[src/rtl/alu_ops_pkg.sv]
// Op-code and state definitions for the execute stage, shared with the ALU-control decoder.
package alu_ops_pkg;

  localparam int DATA_W = 32;

  localparam logic [5:0] OP_SLL     = 6'b000000;
  localparam logic [5:0] OP_BCOND   = 6'b000001;
  localparam logic [5:0] OP_J       = 6'b000010;
  localparam logic [5:0] OP_JAL     = 6'b000011;
  localparam logic [5:0] OP_BEQ     = 6'b000100;
  localparam logic [5:0] OP_BNE     = 6'b000101;
  localparam logic [5:0] OP_BLEZ    = 6'b000110;
  localparam logic [5:0] OP_BGTZ    = 6'b000111;
  localparam logic [5:0] OP_JR      = 6'b001000;
  localparam logic [5:0] OP_DEFAULT = 6'b010101;
  localparam logic [5:0] OP_MUL     = 6'b011000;
  localparam logic [5:0] OP_ADD     = 6'b100000;
  localparam logic [5:0] OP_SUB     = 6'b100010;
  localparam logic [5:0] OP_AND     = 6'b100100;
  localparam logic [5:0] OP_OR      = 6'b100101;
  localparam logic [5:0] OP_XOR     = 6'b100110;
  localparam logic [5:0] OP_NOR     = 6'b100111;
  localparam logic [5:0] OP_SLT     = 6'b101010;
  localparam logic [5:0] OP_SRL     = 6'b111111;

  typedef enum logic {
    IDLE = 1'b0,
    BUSY = 1'b1
  } state_t;

endpackage

[src/rtl/seq_multiplier.sv]
// Iterative shift-add multiplier retiring BITS_PER_CYCLE multiplier bits per cycle.
// Low product bits are identical for signed and unsigned operands, so unsigned math is used.
module seq_multiplier
  import alu_ops_pkg::*;
#(
  parameter int BITS_PER_CYCLE = 1
) (
  input  logic              clk,
  input  logic              rst,
  input  logic              start,
  input  logic              flush,
  input  logic [DATA_W-1:0] a,
  input  logic [DATA_W-1:0] b,
  output logic              busy,
  output logic              last,
  output logic [DATA_W-1:0] product
);

  localparam int N     = DATA_W / BITS_PER_CYCLE;
  localparam int CNT_W = $clog2(N);

  logic [DATA_W-1:0] a_p0;
  logic [DATA_W-1:0] b_p0;
  logic [DATA_W-1:0] acc_p0;
  logic [CNT_W-1:0]  cnt;
  logic [DATA_W-1:0] digit;
  logic [DATA_W-1:0] partial;
  logic [DATA_W-1:0] acc_next;

  assign digit    = DATA_W'(a_p0[BITS_PER_CYCLE-1:0]);
  assign partial  = b_p0 * digit;
  assign acc_next = acc_p0 + partial;
  assign last     = busy && (cnt == CNT_W'(N - 1));
  // The final partial product is folded in combinationally so the caller can register it on the last edge.
  assign product  = acc_next;

  always_ff @(posedge clk) begin
    if (rst) begin
      busy <= 1'b0;
      cnt  <= '0;
    end else if (flush) begin
      busy <= 1'b0;
    end else if (start) begin
      busy <= 1'b1;
      cnt  <= '0;
    end else if (busy) begin
      cnt <= cnt + 1'b1;
      if (last) busy <= 1'b0;
    end
  end

  // Iteration stage: operand shift registers and accumulator
  always_ff @(posedge clk) begin
    if (start) begin
      a_p0   <= a;
      b_p0   <= b;
      acc_p0 <= '0;
    end else if (busy) begin
      a_p0   <= a_p0 >> BITS_PER_CYCLE;
      b_p0   <= b_p0 << BITS_PER_CYCLE;
      acc_p0 <= acc_next;
    end
  end

endmodule

[src/rtl/ex_alu_stage.sv]
// Execute stage: single-cycle ALU and branch compare, plus an iterative MUL that stalls upstream.
module ex_alu_stage
  import alu_ops_pkg::*;
#(
  parameter int BITS_PER_CYCLE = 1
) (
  input  logic              Clk,
  input  logic              Reset,
  input  logic              InValid,
  input  logic [5:0]        ALUControl,
  input  logic [DATA_W-1:0] A,
  input  logic [DATA_W-1:0] B,
  input  logic [4:0]        Shamt,
  input  logic              RtSel,
  input  logic [4:0]        DestIn,
  input  logic              Flush,
  output logic [DATA_W-1:0] Result,
  output logic              BranchTaken,
  output logic [4:0]        DestOut,
  output logic              OutValid,
  output logic              Stall
);

  state_t                   state;
  logic signed [DATA_W-1:0] a_s;
  logic signed [DATA_W-1:0] b_s;
  logic [DATA_W-1:0]        alu_res;
  logic                     br_taken;
  logic                     is_mul;
  logic                     mul_start;
  logic                     mul_busy;
  logic                     mul_last;
  logic [DATA_W-1:0]        mul_product;
  logic [4:0]               dest_p0;

  assign a_s       = A;
  assign b_s       = B;
  assign is_mul    = (ALUControl == OP_MUL);
  assign mul_start = (state == IDLE) && InValid && is_mul && !Flush;

  // Flush and Reset both kill the op, so upstream must not be held in their cycle.
  assign Stall = !Reset && !Flush &&
                 (((state == IDLE) && InValid && is_mul) || (mul_busy && !mul_last));

  always_comb begin
    alu_res  = '0;
    br_taken = 1'b0;
    case (ALUControl)
      OP_ADD:   alu_res = A + B;
      OP_SUB:   alu_res = A - B;
      OP_AND:   alu_res = A & B;
      OP_OR:    alu_res = A | B;
      OP_NOR:   alu_res = ~(A | B);
      OP_XOR:   alu_res = A ^ B;
      OP_SLL:   alu_res = B << Shamt;
      OP_SRL:   alu_res = B >> Shamt;
      OP_SLT:   alu_res = {{(DATA_W - 1){1'b0}}, (a_s < b_s)};
      OP_JR:    alu_res = A;
      OP_BCOND: br_taken = RtSel ? (a_s >= 0) : (a_s < 0);
      OP_BEQ:   br_taken = (A == B);
      OP_BNE:   br_taken = (A != B);
      OP_BGTZ:  br_taken = (a_s > 0);
      OP_BLEZ:  br_taken = (a_s <= 0);
      OP_J, OP_JAL, OP_DEFAULT: alu_res = '0;
      default:  alu_res = '0;
    endcase
  end

  seq_multiplier #(
    .BITS_PER_CYCLE(BITS_PER_CYCLE)
  ) u_mul (
    .clk    (Clk),
    .rst    (Reset),
    .start  (mul_start),
    .flush  (Flush),
    .a      (A),
    .b      (B),
    .busy   (mul_busy),
    .last   (mul_last),
    .product(mul_product)
  );

  always_ff @(posedge Clk) begin
    if (mul_start) dest_p0 <= DestIn;
  end

  // Output stage: EX/MEM register and state
  always_ff @(posedge Clk) begin
    if (Reset) begin
      state       <= IDLE;
      Result      <= '0;
      BranchTaken <= 1'b0;
      DestOut     <= '0;
      OutValid    <= 1'b0;
    end else if (Flush) begin
      state    <= IDLE;
      OutValid <= 1'b0;
    end else begin
      case (state)
        IDLE: begin
          if (InValid && is_mul) begin
            state    <= BUSY;
            OutValid <= 1'b0;
          end else if (InValid) begin
            Result      <= alu_res;
            BranchTaken <= br_taken;
            DestOut     <= DestIn;
            OutValid    <= 1'b1;
          end else begin
            OutValid <= 1'b0;
          end
        end
        BUSY: begin
          if (mul_last) begin
            state       <= IDLE;
            Result      <= mul_product;
            BranchTaken <= 1'b0;
            DestOut     <= dest_p0;
            OutValid    <= 1'b1;
          end else begin
            OutValid <= 1'b0;
          end
        end
        default: state <= IDLE;
      endcase
    end
  end

endmodule

[config.mk]
export PLATFORM = sky130hd
export DESIGN_NAME = ex_alu_stage
export DESIGN_NICKNAME = d
export VERILOG_FILES = /design/src/rtl/alu_ops_pkg.sv /design/src/rtl/seq_multiplier.sv /design/src/rtl/ex_alu_stage.sv
export SDC_FILE = /design/constraint.sdc
export NUM_CORES = 1
export LEC_CHECK = 0
export BUFFER_PORTS_ARGS = -buffer_cell sky130_fd_sc_hd__clkbuf_2
export CORE_AREA = 2 2 268 270
export CTS_CLUSTER_SIZE = 8
export DETAILED_ROUTE_END_ITERATION = 10
export DIE_AREA = 0 0 270 272
export GPL_TIMING_DRIVEN = 0
export PLACE_DENSITY = 0.45
export RECOVER_POWER = 100
export SYNTH_ARGS = -nofsm -noshare
export SYNTH_HDL_FRONTEND = slang
export SYNTH_SLANG_ARGS = --single-unit
[constraint.sdc]
create_clock -name Clk -period 4.8 [get_ports Clk]
set_input_delay 0.96 -clock Clk [delete_from_list [all_inputs] [get_ports Clk]]
set_output_delay 0.96 -clock Clk [all_outputs]
set_load 0.01 [all_outputs]
==> results of run 1 <==
[worst max path at each step]
stage | end | cells after the start | start | slack, ps
floorplan | u_mul.a_p0[0] | 8 | ALUControl[0] | 900
global placement | u_mul.a_p0[1] | 8 | ALUControl[1] | -950
detailed placement | Result[22] | 15 | B[15] | -450
CTS | Result[22] | 15 | B[15] | 60
global route | Result[0] | 14 | B[13] | 60
finish | Result[23] | 9 | Shamt[3] | -60
[power breakdown]
part	internal, W	leakage, nW	switching (W)
Combinational	0.000640	5.72	0.00132
Sequential	0.00137	1.26	0.0000415
Clock	0.000784	0.301	0.000685
Total	0.00279	7.28	0.00204
[critical path, stage by stage]
cell                       delay (ps)
sky130_fd_sc_hd__clkbuf_2         180
sky130_fd_sc_hd__clkbuf_1         580
sky130_fd_sc_hd__clkbuf_1         770
sky130_fd_sc_hd__clkbuf_1         740
sky130_fd_sc_hd__o21ai_0          370
sky130_fd_sc_hd__a22oi_1          460
sky130_fd_sc_hd__o311ai_0         360
sky130_fd_sc_hd__a221oi_1         610
sky130_fd_sc_hd__o21ai_0          170
[cell families (layout without fill, tap and decap cells)]
family          count (synthesis)  in the layout  share of synthesized area (%)
flops                         147            147                           21.6
mux                           239            239                           18.2
fa+ha+maj                     135            135                           10.2
simple gates                  564            564                           15.8
xor+xnor                       57             57                           2.97
buf+inv                       270            418                           6.50
compound gates                643            643                           24.8
[metal layers]
layer / global-route usage (%) / up-vias / part of all wire (%)
met5: 0 / - / 0.017
met2: 39.1 / 972 / 44
met3: 4.32 / 187 / 7.1
met4: 12.1 / 2 / 5.0
met1: 34.0 / 8989 / 44
li1: - / 7916 / -
[state kept, by name (all words and copies together), names as in the netlist]
name,count
DestOut,5
u_mul.a_p0,32
Result,32
state,1
BranchTaken,1
u_mul.b_p0,32
OutValid,1
u_mul.busy,1
u_mul.acc_p0,32
u_mul.cnt,5
dest_p0,5
[Yosys cell counts, types with 10 or more instances]
cell	number	area, µm²
sky130_fd_sc_hd__mux4_2	46	1040
sky130_fd_sc_hd__nand2_1	150	563
sky130_fd_sc_hd__nor2b_1	17	106
sky130_fd_sc_hd__o22ai_1	20	125
sky130_fd_sc_hd__nor3_1	40	200
sky130_fd_sc_hd__xnor2_1	47	412
sky130_fd_sc_hd__nand3_1	33	165
sky130_fd_sc_hd__clkbuf_1	88	330
sky130_fd_sc_hd__a21oi_1	154	771
sky130_fd_sc_hd__inv_1	120	450
sky130_fd_sc_hd__buf_1	12	45.0
sky130_fd_sc_hd__nor2_1	179	672
sky130_fd_sc_hd__a211oi_1	37	278
sky130_fd_sc_hd__o31ai_1	12	90.1
sky130_fd_sc_hd__and2_1	39	244
sky130_fd_sc_hd__edfxtp_1	69	2070
sky130_fd_sc_hd__nand4_1	14	87.6
sky130_fd_sc_hd__dfxtp_1	78	1560
sky130_fd_sc_hd__nor4_1	22	138
sky130_fd_sc_hd__a22oi_1	24	180
sky130_fd_sc_hd__o21a_1	14	105
sky130_fd_sc_hd__buf_2	41	205
sky130_fd_sc_hd__o21ai_0	173	866
sky130_fd_sc_hd__or3_1	10	62.6
sky130_fd_sc_hd__mux2i_1	122	1220
sky130_fd_sc_hd__a221oi_1	33	289
sky130_fd_sc_hd__xor2_1	10	87.6
sky130_fd_sc_hd__a31oi_1	16	100
sky130_fd_sc_hd__nand2b_1	18	113
sky130_fd_sc_hd__mux2_2	71	800
sky130_fd_sc_hd__ha_1	132	1650
sky130_fd_sc_hd__o211ai_1	39	293
sky130_fd_sc_hd__a21o_1	28	210
[repair_timing]
item                                    4_1_cts  5_1_grt
resized for setup                             0        2
endpoints found under the setup margin        0       44
buffers inserted                              0        0
hold endpoints to repair                      0        0
hold buffers                                  0        0
[per-stage QoR]
step | setup WS [ps] | instance area (µm²) | power (W) | TNS [ps] | hold slack (ps)
floorplan | 895 | 16800 | 0.00262 | 0 | 455
global placement | -945 | 18600 | 0.00335 | -63380 | 451
detailed placement | -455 | 18600 | 0.00334 | -15310 | 458
CTS | 58.3 | 19300 | 0.00482 | 0 | 468
global route | 56.4 | 19200 | 0.00504 | 0 | 504
finish | -63.3 | 19200 | 0.00484 | -63.3 | 462
[cell type report]
class                      instances  area [µm²]
multi-input combinational       1638       12100
clock inverter                    13         151
sequential                       147        3630
buffer                           145         614
timing repair buffer             118         539
inverter                         123         462
tap                              950        1190
clock buffer                      19         464
fill                            7798       51600
==> out/qor.log, run 1 <==
INFO  outcome        result_of_the_run=finished, violations left
INFO  outcome        violations=setup timing
INFO  yosys          async_flop_share=0%
INFO  worst_setup_path cp_max_fo=10
INFO  floorplanning  initial_core_util=23.8%
INFO  placement      dp_hpwl=75.2mm
INFO  global_routing grt_pass1_wl=133mm
INFO  worst_setup_path worstReg2RegStart=u_mul.a_p0[0]
INFO  route          dr.pass1.iters=6
INFO  global_routing largest_net_degree_at_the_start_of_global_routing=35
INFO  timing         slew_viol_final=0
INFO  floorplanning  floorplan.io_pins=125
INFO  pwr            ir_drop=0.276mV
INFO  route          drt_wl_total=94.8mm
INFO  clock_tree     clock_tree_from_tritoncts=built
INFO  floorplanning  fp.dieArea=73,400µm²
INFO  timing         rsz0062_at_grt=no
INFO  cells_and_area insertedDiodeCount=0
INFO  yosys          netlist-cell-type-count=83
INFO  yosys          synthesis.yosys.warnings=0
INFO  cells_and_area layout_commonest_cell=sky130_fd_sc_hd__nor2_1
INFO  timing         max_slew.worst_pin.slew=1400ps
INFO  route          drtAntennaViolNets=0
INFO  yosys          synth-edff-count=69
INFO  route          drcViolationCount=0
INFO  pwr            pwr_density_cell=252nW/µm²
INFO  worst_setup_path worst_r2r_endpoint=u_mul.acc_p0[20]
INFO  floorplanning  core-area=70,800µm²
INFO  worst_setup_path timing.reg2reg.worst_path_depth=15
INFO  clock_tree     ctsRootBufferMaster=sky130_fd_sc_hd__clkbuf_16
INFO  job            cap_viol_max_count=0
INFO  cells_and_area post_layout_nonfiller_instances=3,153
INFO  global_routing number_of_global_route_vias_before_repair=17,400
INFO  route          post_drt_wl_per_cell=30.1µm
INFO  worst_setup_path reg2reg_setup_slack=270ps
INFO  yosys          synth_seq_cells=147
INFO  route          first_iter_violations=1,995
INFO  cells_and_area fraction_of_final_layout_cells_sized_beyond_drive_strength_1=13.0%
INFO  clock_tree     max-clock-path-buffers=2
INFO  yosys          synth-seq-area-share=21.6%
INFO  timing         report.final.setup_viol=1
INFO  yosys          postSynthAreaPerCell=8.19µm²
INFO  clock_tree     cts.reportedPaths.clkPinSlew=70ps
INFO  yosys          synth-main-ff-cell=sky130_fd_sc_hd__dfxtp_1
INFO  clock_tree     cts_inserted_buffers=17
INFO  timing         fin_crit_sh=101%
INFO  global_routing overflow=0
INFO  pwr            power.static_leakage=7.28nW
INFO  placement      place_congestion=1.00
INFO  worst_setup_path worstSetupPathType=input pin to flop
INFO  min_path       worstHoldPathCells=2
INFO  yosys          synth.net_count=2,275
INFO  floorplanning  dieWidth=270µm
INFO  timing         final_period_minus_worst_setup_slack=4860ps
INFO  worst_setup_path timing.critical_path.required=5150ps
INFO  min_path       launch_instance_of_the_worst_min_delay_path=Result[28]
INFO  timing         final_number_of_hold_violating_endpoints=0
INFO  yosys          synthesis.instances=2,055
INFO  yosys          synth_area=16,800µm²
INFO  cells_and_area top_library_cells_by_usage_in_the_layout_fill_and_taps_aside=179 x sky130_fd_sc_hd__nor2_1, 174 x sky130_fd_sc_hd__o21ai_0, 155 x sky130_fd_sc_hd__a21oi_1
INFO  cells_and_area finalNetCount=2,410
INFO  global_routing number_of_antenna_violations_at_the_first_check_in_global_routing=6
INFO  timing         max_freq=206MHz
INFO  floorplanning  floorplan.rows=98
INFO  worst_setup_path critPathCaptureType=flop
INFO  min_path       worstHoldEndpoint=Result[28]
INFO  cells_and_area area_delta_synth_final=13.9%
INFO  placement      placement.io_buffers=117
INFO  timing         worst_clock_skew=19.8ps
INFO  clock_tree     number_of_clock_sinks=147
INFO  route          routed_via_density=5.73
INFO  timing         final.setup.worst_slack=-63.3ps
INFO  placement      dp_cells=3,123
INFO  cells_and_area final_util=27.1%
INFO  clock_tree     cts_htree_levels=4
INFO  floorplanning  die_height=272µm
INFO  timing         maxSlewHeadroom=5.47%
INFO  global_routing gr-usage-all-layers=25.2%
INFO  clock_tree     clkLatencyLatePin=500ps
INFO  min_path       worst_min_delay_path_category=flop to flop
INFO  route          via_count=18,100
INFO  worst_setup_path worstPathArrival=5220ps
INFO  worst_setup_path worst_setup_path_start_kind=input pin
No activity file was read; power rests on OpenSTA's default activity.
==> inputs of run 2 (changes only) <==
REMOVE_ABC_BUFFERS = 1   (was default)
==> out/qor.log, run 2 (synthesis gave the netlist of run 1 again) <==
INFO  worst_setup_path worstReg2RegStart=u_mul.a_p0[0]
INFO  worst_setup_path path_cells=clkbuf_4 > buf_16 > nor4_2 > and3b_1 > a221oi_1 > o221ai_1 > a21oi_1 > o221ai_1 > o21ai_0 > a21o_1 > a21oi_1
INFO  worst_setup_path reg2reg_setup_slack=470ps [+200 ps]
INFO  route          drcViolationCount=0 [unchanged]
INFO  timing         max_freq=217MHz [+5.5%]
INFO  route          first_iter_violations=1,364 [-32%]
INFO  timing         slew_viol_final=33 [+33]
INFO  timing         final.setup.worst_slack=190ps [+254 ps]
INFO  global_routing number_of_antenna_violations_at_the_first_check_in_global_routing=2 [-4]
INFO  worst_setup_path cp_slowest_stage_delay=1390ps [+620 ps]
INFO  floorplanning  fp.dieArea=73,400µm² [unchanged]
INFO  cells_and_area post_layout_nonfiller_instances=3,033 [-3.8%]
INFO  cells_and_area final_area=18,900µm² [-1.3%]
INFO  worst_setup_path worstSetupPathType=input pin to flop
INFO  outcome        violations=capacitance limit, slew limit
INFO  worst_setup_path critPathCaptureType=flop
INFO  timing         maxSlewHeadroom=-12.1% [-18 points]
INFO  worst_setup_path worst_setup_path_endpoint=Result[28]
INFO  worst_setup_path worst_setup_path_start_kind=input pin
INFO  placement      place_congestion=0.952 [-4.9%]
INFO  timing         worst_clock_skew=10.9ps [-8.88 ps]
INFO  cells_and_area fraction_of_final_layout_cells_sized_beyond_drive_strength_1=13.4% [+0.37 points]
INFO  route          drtAntennaViolNets=0 [unchanged]
INFO  timing         final_period_minus_worst_setup_slack=4610ps [-254 ps]
INFO  cells_and_area top_library_cells_by_usage_in_the_layout_fill_and_taps_aside=178 x sky130_fd_sc_hd__nor2_1, 173 x sky130_fd_sc_hd__o21ai_0, 153 x sky130_fd_sc_hd__a21oi_1
INFO  min_path       worst_min_delay_path_category=flop to flop
INFO  placement      dp_hpwl=57.3mm [-24%]
INFO  worst_setup_path worst_r2r_endpoint=Result[16]
INFO  worst_setup_path cp_max_fo=80 [+70]
INFO  worst_setup_path worstPathArrival=5000ps [-220 ps]
INFO  worst_setup_path cp.depth=11 [+2]
INFO  timing         fin_crit_sh=96.0% [-5.3 points]
INFO  clock_tree     number_of_clock_sinks=147 [unchanged]
INFO  pwr            total_power=0.00454W [-6.1%]
INFO  worst_setup_path timing.critical_path.required=5190ps [+40 ps]
INFO  cells_and_area layout_commonest_cell=sky130_fd_sc_hd__nor2_1
INFO  route          routed_via_density=5.45 [-4.9%]
INFO  pwr            ir_drop=0.271mV [-1.8%]
INFO  clock_tree     max-clock-path-buffers=2 [unchanged]
INFO  cells_and_area area_delta_synth_final=12.4%
INFO  cells_and_area final_util=26.7% [-0.36 points]
INFO  floorplanning  dieWidth=270µm [unchanged]
INFO  cells_and_area finalNetCount=2,289 [-5.0%]
INFO  timing         report.final.setup_viol=0 [-1]
INFO  pwr            pwr_density_cell=240nW/µm² [-4.8%]
INFO  global_routing grt_pass1_wl=109mm [-18%]
INFO  global_routing gr-usage-all-layers=19.7% [-5.5 points]
INFO  timing         final_number_of_hold_violating_endpoints=0 [unchanged]
INFO  global_routing overflow=0 [unchanged]
INFO  clock_tree     cts.reportedPaths.clkPinSlew=70ps [about the same]
INFO  worst_setup_path cpLargestDelayFamily=simple AND/OR/NAND/NOR gates
INFO  route          post_drt_wl_per_cell=24.4µm [-19%]
INFO  placement      placement.io_buffers=124 [+6.0%]
INFO  clock_tree     clock_tree_from_tritoncts=built
INFO  route          via_count=16,500 [-8.6%]
INFO  worst_setup_path timing.reg2reg.worst_path_depth=13 [-2]
INFO  worst_setup_path worstPathBufferInverterCount=2 [-2]
INFO  clock_tree     ctsRootBufferMaster=sky130_fd_sc_hd__clkbuf_16
INFO  placement      dp_cells=3,000 [-3.9%]
INFO  floorplanning  core-area=70,800µm² [unchanged]
INFO  floorplanning  initial_core_util=23.8% [unchanged]
INFO  outcome        result_of_the_run=finished, violations left
INFO  worst_setup_path critPathSlowestCell=sky130_fd_sc_hd__and3b_1
INFO  placement      placement_cell_area=18,400µm² [-1.0%]
INFO  clock_tree     cts_inserted_buffers=17 [unchanged]
INFO  placement      place_ws=-606ps [-151 ps]
INFO  clock_tree     cts_hold_repair.buffers=0 [unchanged]
INFO  pwr            power.static_leakage=7.16nW [-1.7%]
INFO  floorplanning  floorplan.io_pins=125 [unchanged]
INFO  worst_setup_path worstSetupStartpoint=ALUControl[0]
INFO  clock_tree     clkLatencyLatePin=490ps [about the same]
INFO  global_routing number_of_global_route_vias_before_repair=16,400 [-6.1%]
INFO  clock_tree     cts_htree_levels=4 [unchanged]
INFO  timing         rsz0062_at_grt=no
INFO  job            cap_viol_max_count=1 [+1]
INFO  floorplanning  die_height=272µm [unchanged]
INFO  route          drt_wl_total=74.0mm [-22%]
INFO  timing         max_slew.worst_pin.slew=1680ps [+276 ps]
INFO  route          dr.pass1.iters=5 [-1]
INFO  global_routing largest_net_degree_at_the_start_of_global_routing=81 [+130%]
INFO  floorplanning  floorplan.rows=98 [unchanged]
## run 2: metal layers
layer  global-route usage [%]  share of wire (%)  vias to the layer above
met5                        0                  0                        -
met3                     3.58                5.9                      113
met4                     8.46                4.1                        0
met2                     32.6                 47                      597
li1                         -                  -                     7662
met1                     25.2                 43                     8149
## run 2: cell type report
class / instances / area (µm²)
clock inverters: 10 / 71.3
well taps: 950 / 1190
repair buffers: 142 / 938
flip-flops and latches: 147 / 3640
clock buffers: 22 / 487
fillers: 7726 / 51800
multi-input cells: 1638 / 12100
inverters: 123 / 462
diodes: 1 / 2.50
## run 2: worst register-to-register path: stages (launching register included)
cell	delay (ps)
sky130_fd_sc_hd__edfxtp_1	770
sky130_fd_sc_hd__and2_0	310
sky130_fd_sc_hd__ha_1	220
sky130_fd_sc_hd__inv_1	80
sky130_fd_sc_hd__fa_1	220
sky130_fd_sc_hd__nor2b_1	70
sky130_fd_sc_hd__o31a_1	300
sky130_fd_sc_hd__o311ai_1	560
sky130_fd_sc_hd__nand2_1	150
sky130_fd_sc_hd__a2111oi_0	700
sky130_fd_sc_hd__nor3_1	160
sky130_fd_sc_hd__xor2_1	190
sky130_fd_sc_hd__a221oi_1	320
sky130_fd_sc_hd__a211oi_1	120
## run 2: power by group
part           total [W]  switching [W]  internal [W]  leakage (nW)
Clock            0.00137       0.000644      0.000725         0.277
Combinational    0.00176        0.00112      0.000639          5.62
Sequential       0.00141      0.0000392       0.00137          1.26
## run 2: stage by stage
stage	setup TNS, ps	hold WS (ps)
3_5_place_dp	-53180	454
4_1_cts	0	463
2_1_floorplan	-391210	449
5_1_grt	0	485
6_report	0	457
3_3_place_gp	-1475630	446
## run 2: repair_timing
action	in CTS	in global routing
setup endpoints to repair	45	1
buffers inserted	0	0
resized for setup	1	1
pin swaps	0	0
## run 2: how the worst min path moves through the flow
stage / slack (ps) / endpoint / start / depth (start not counted)
floorplan: 450 / u_mul.cnt[3] / u_mul.cnt[3] / 2
global placement: 450 / Result[11] / Result[11] / 2
detailed placement: 450 / Result[11] / Result[11] / 2
CTS: 460 / Result[11] / Result[11] / 2
global route: 490 / Result[11] / Result[11] / 2
finish: 460 / Result[5] / Result[5] / 2
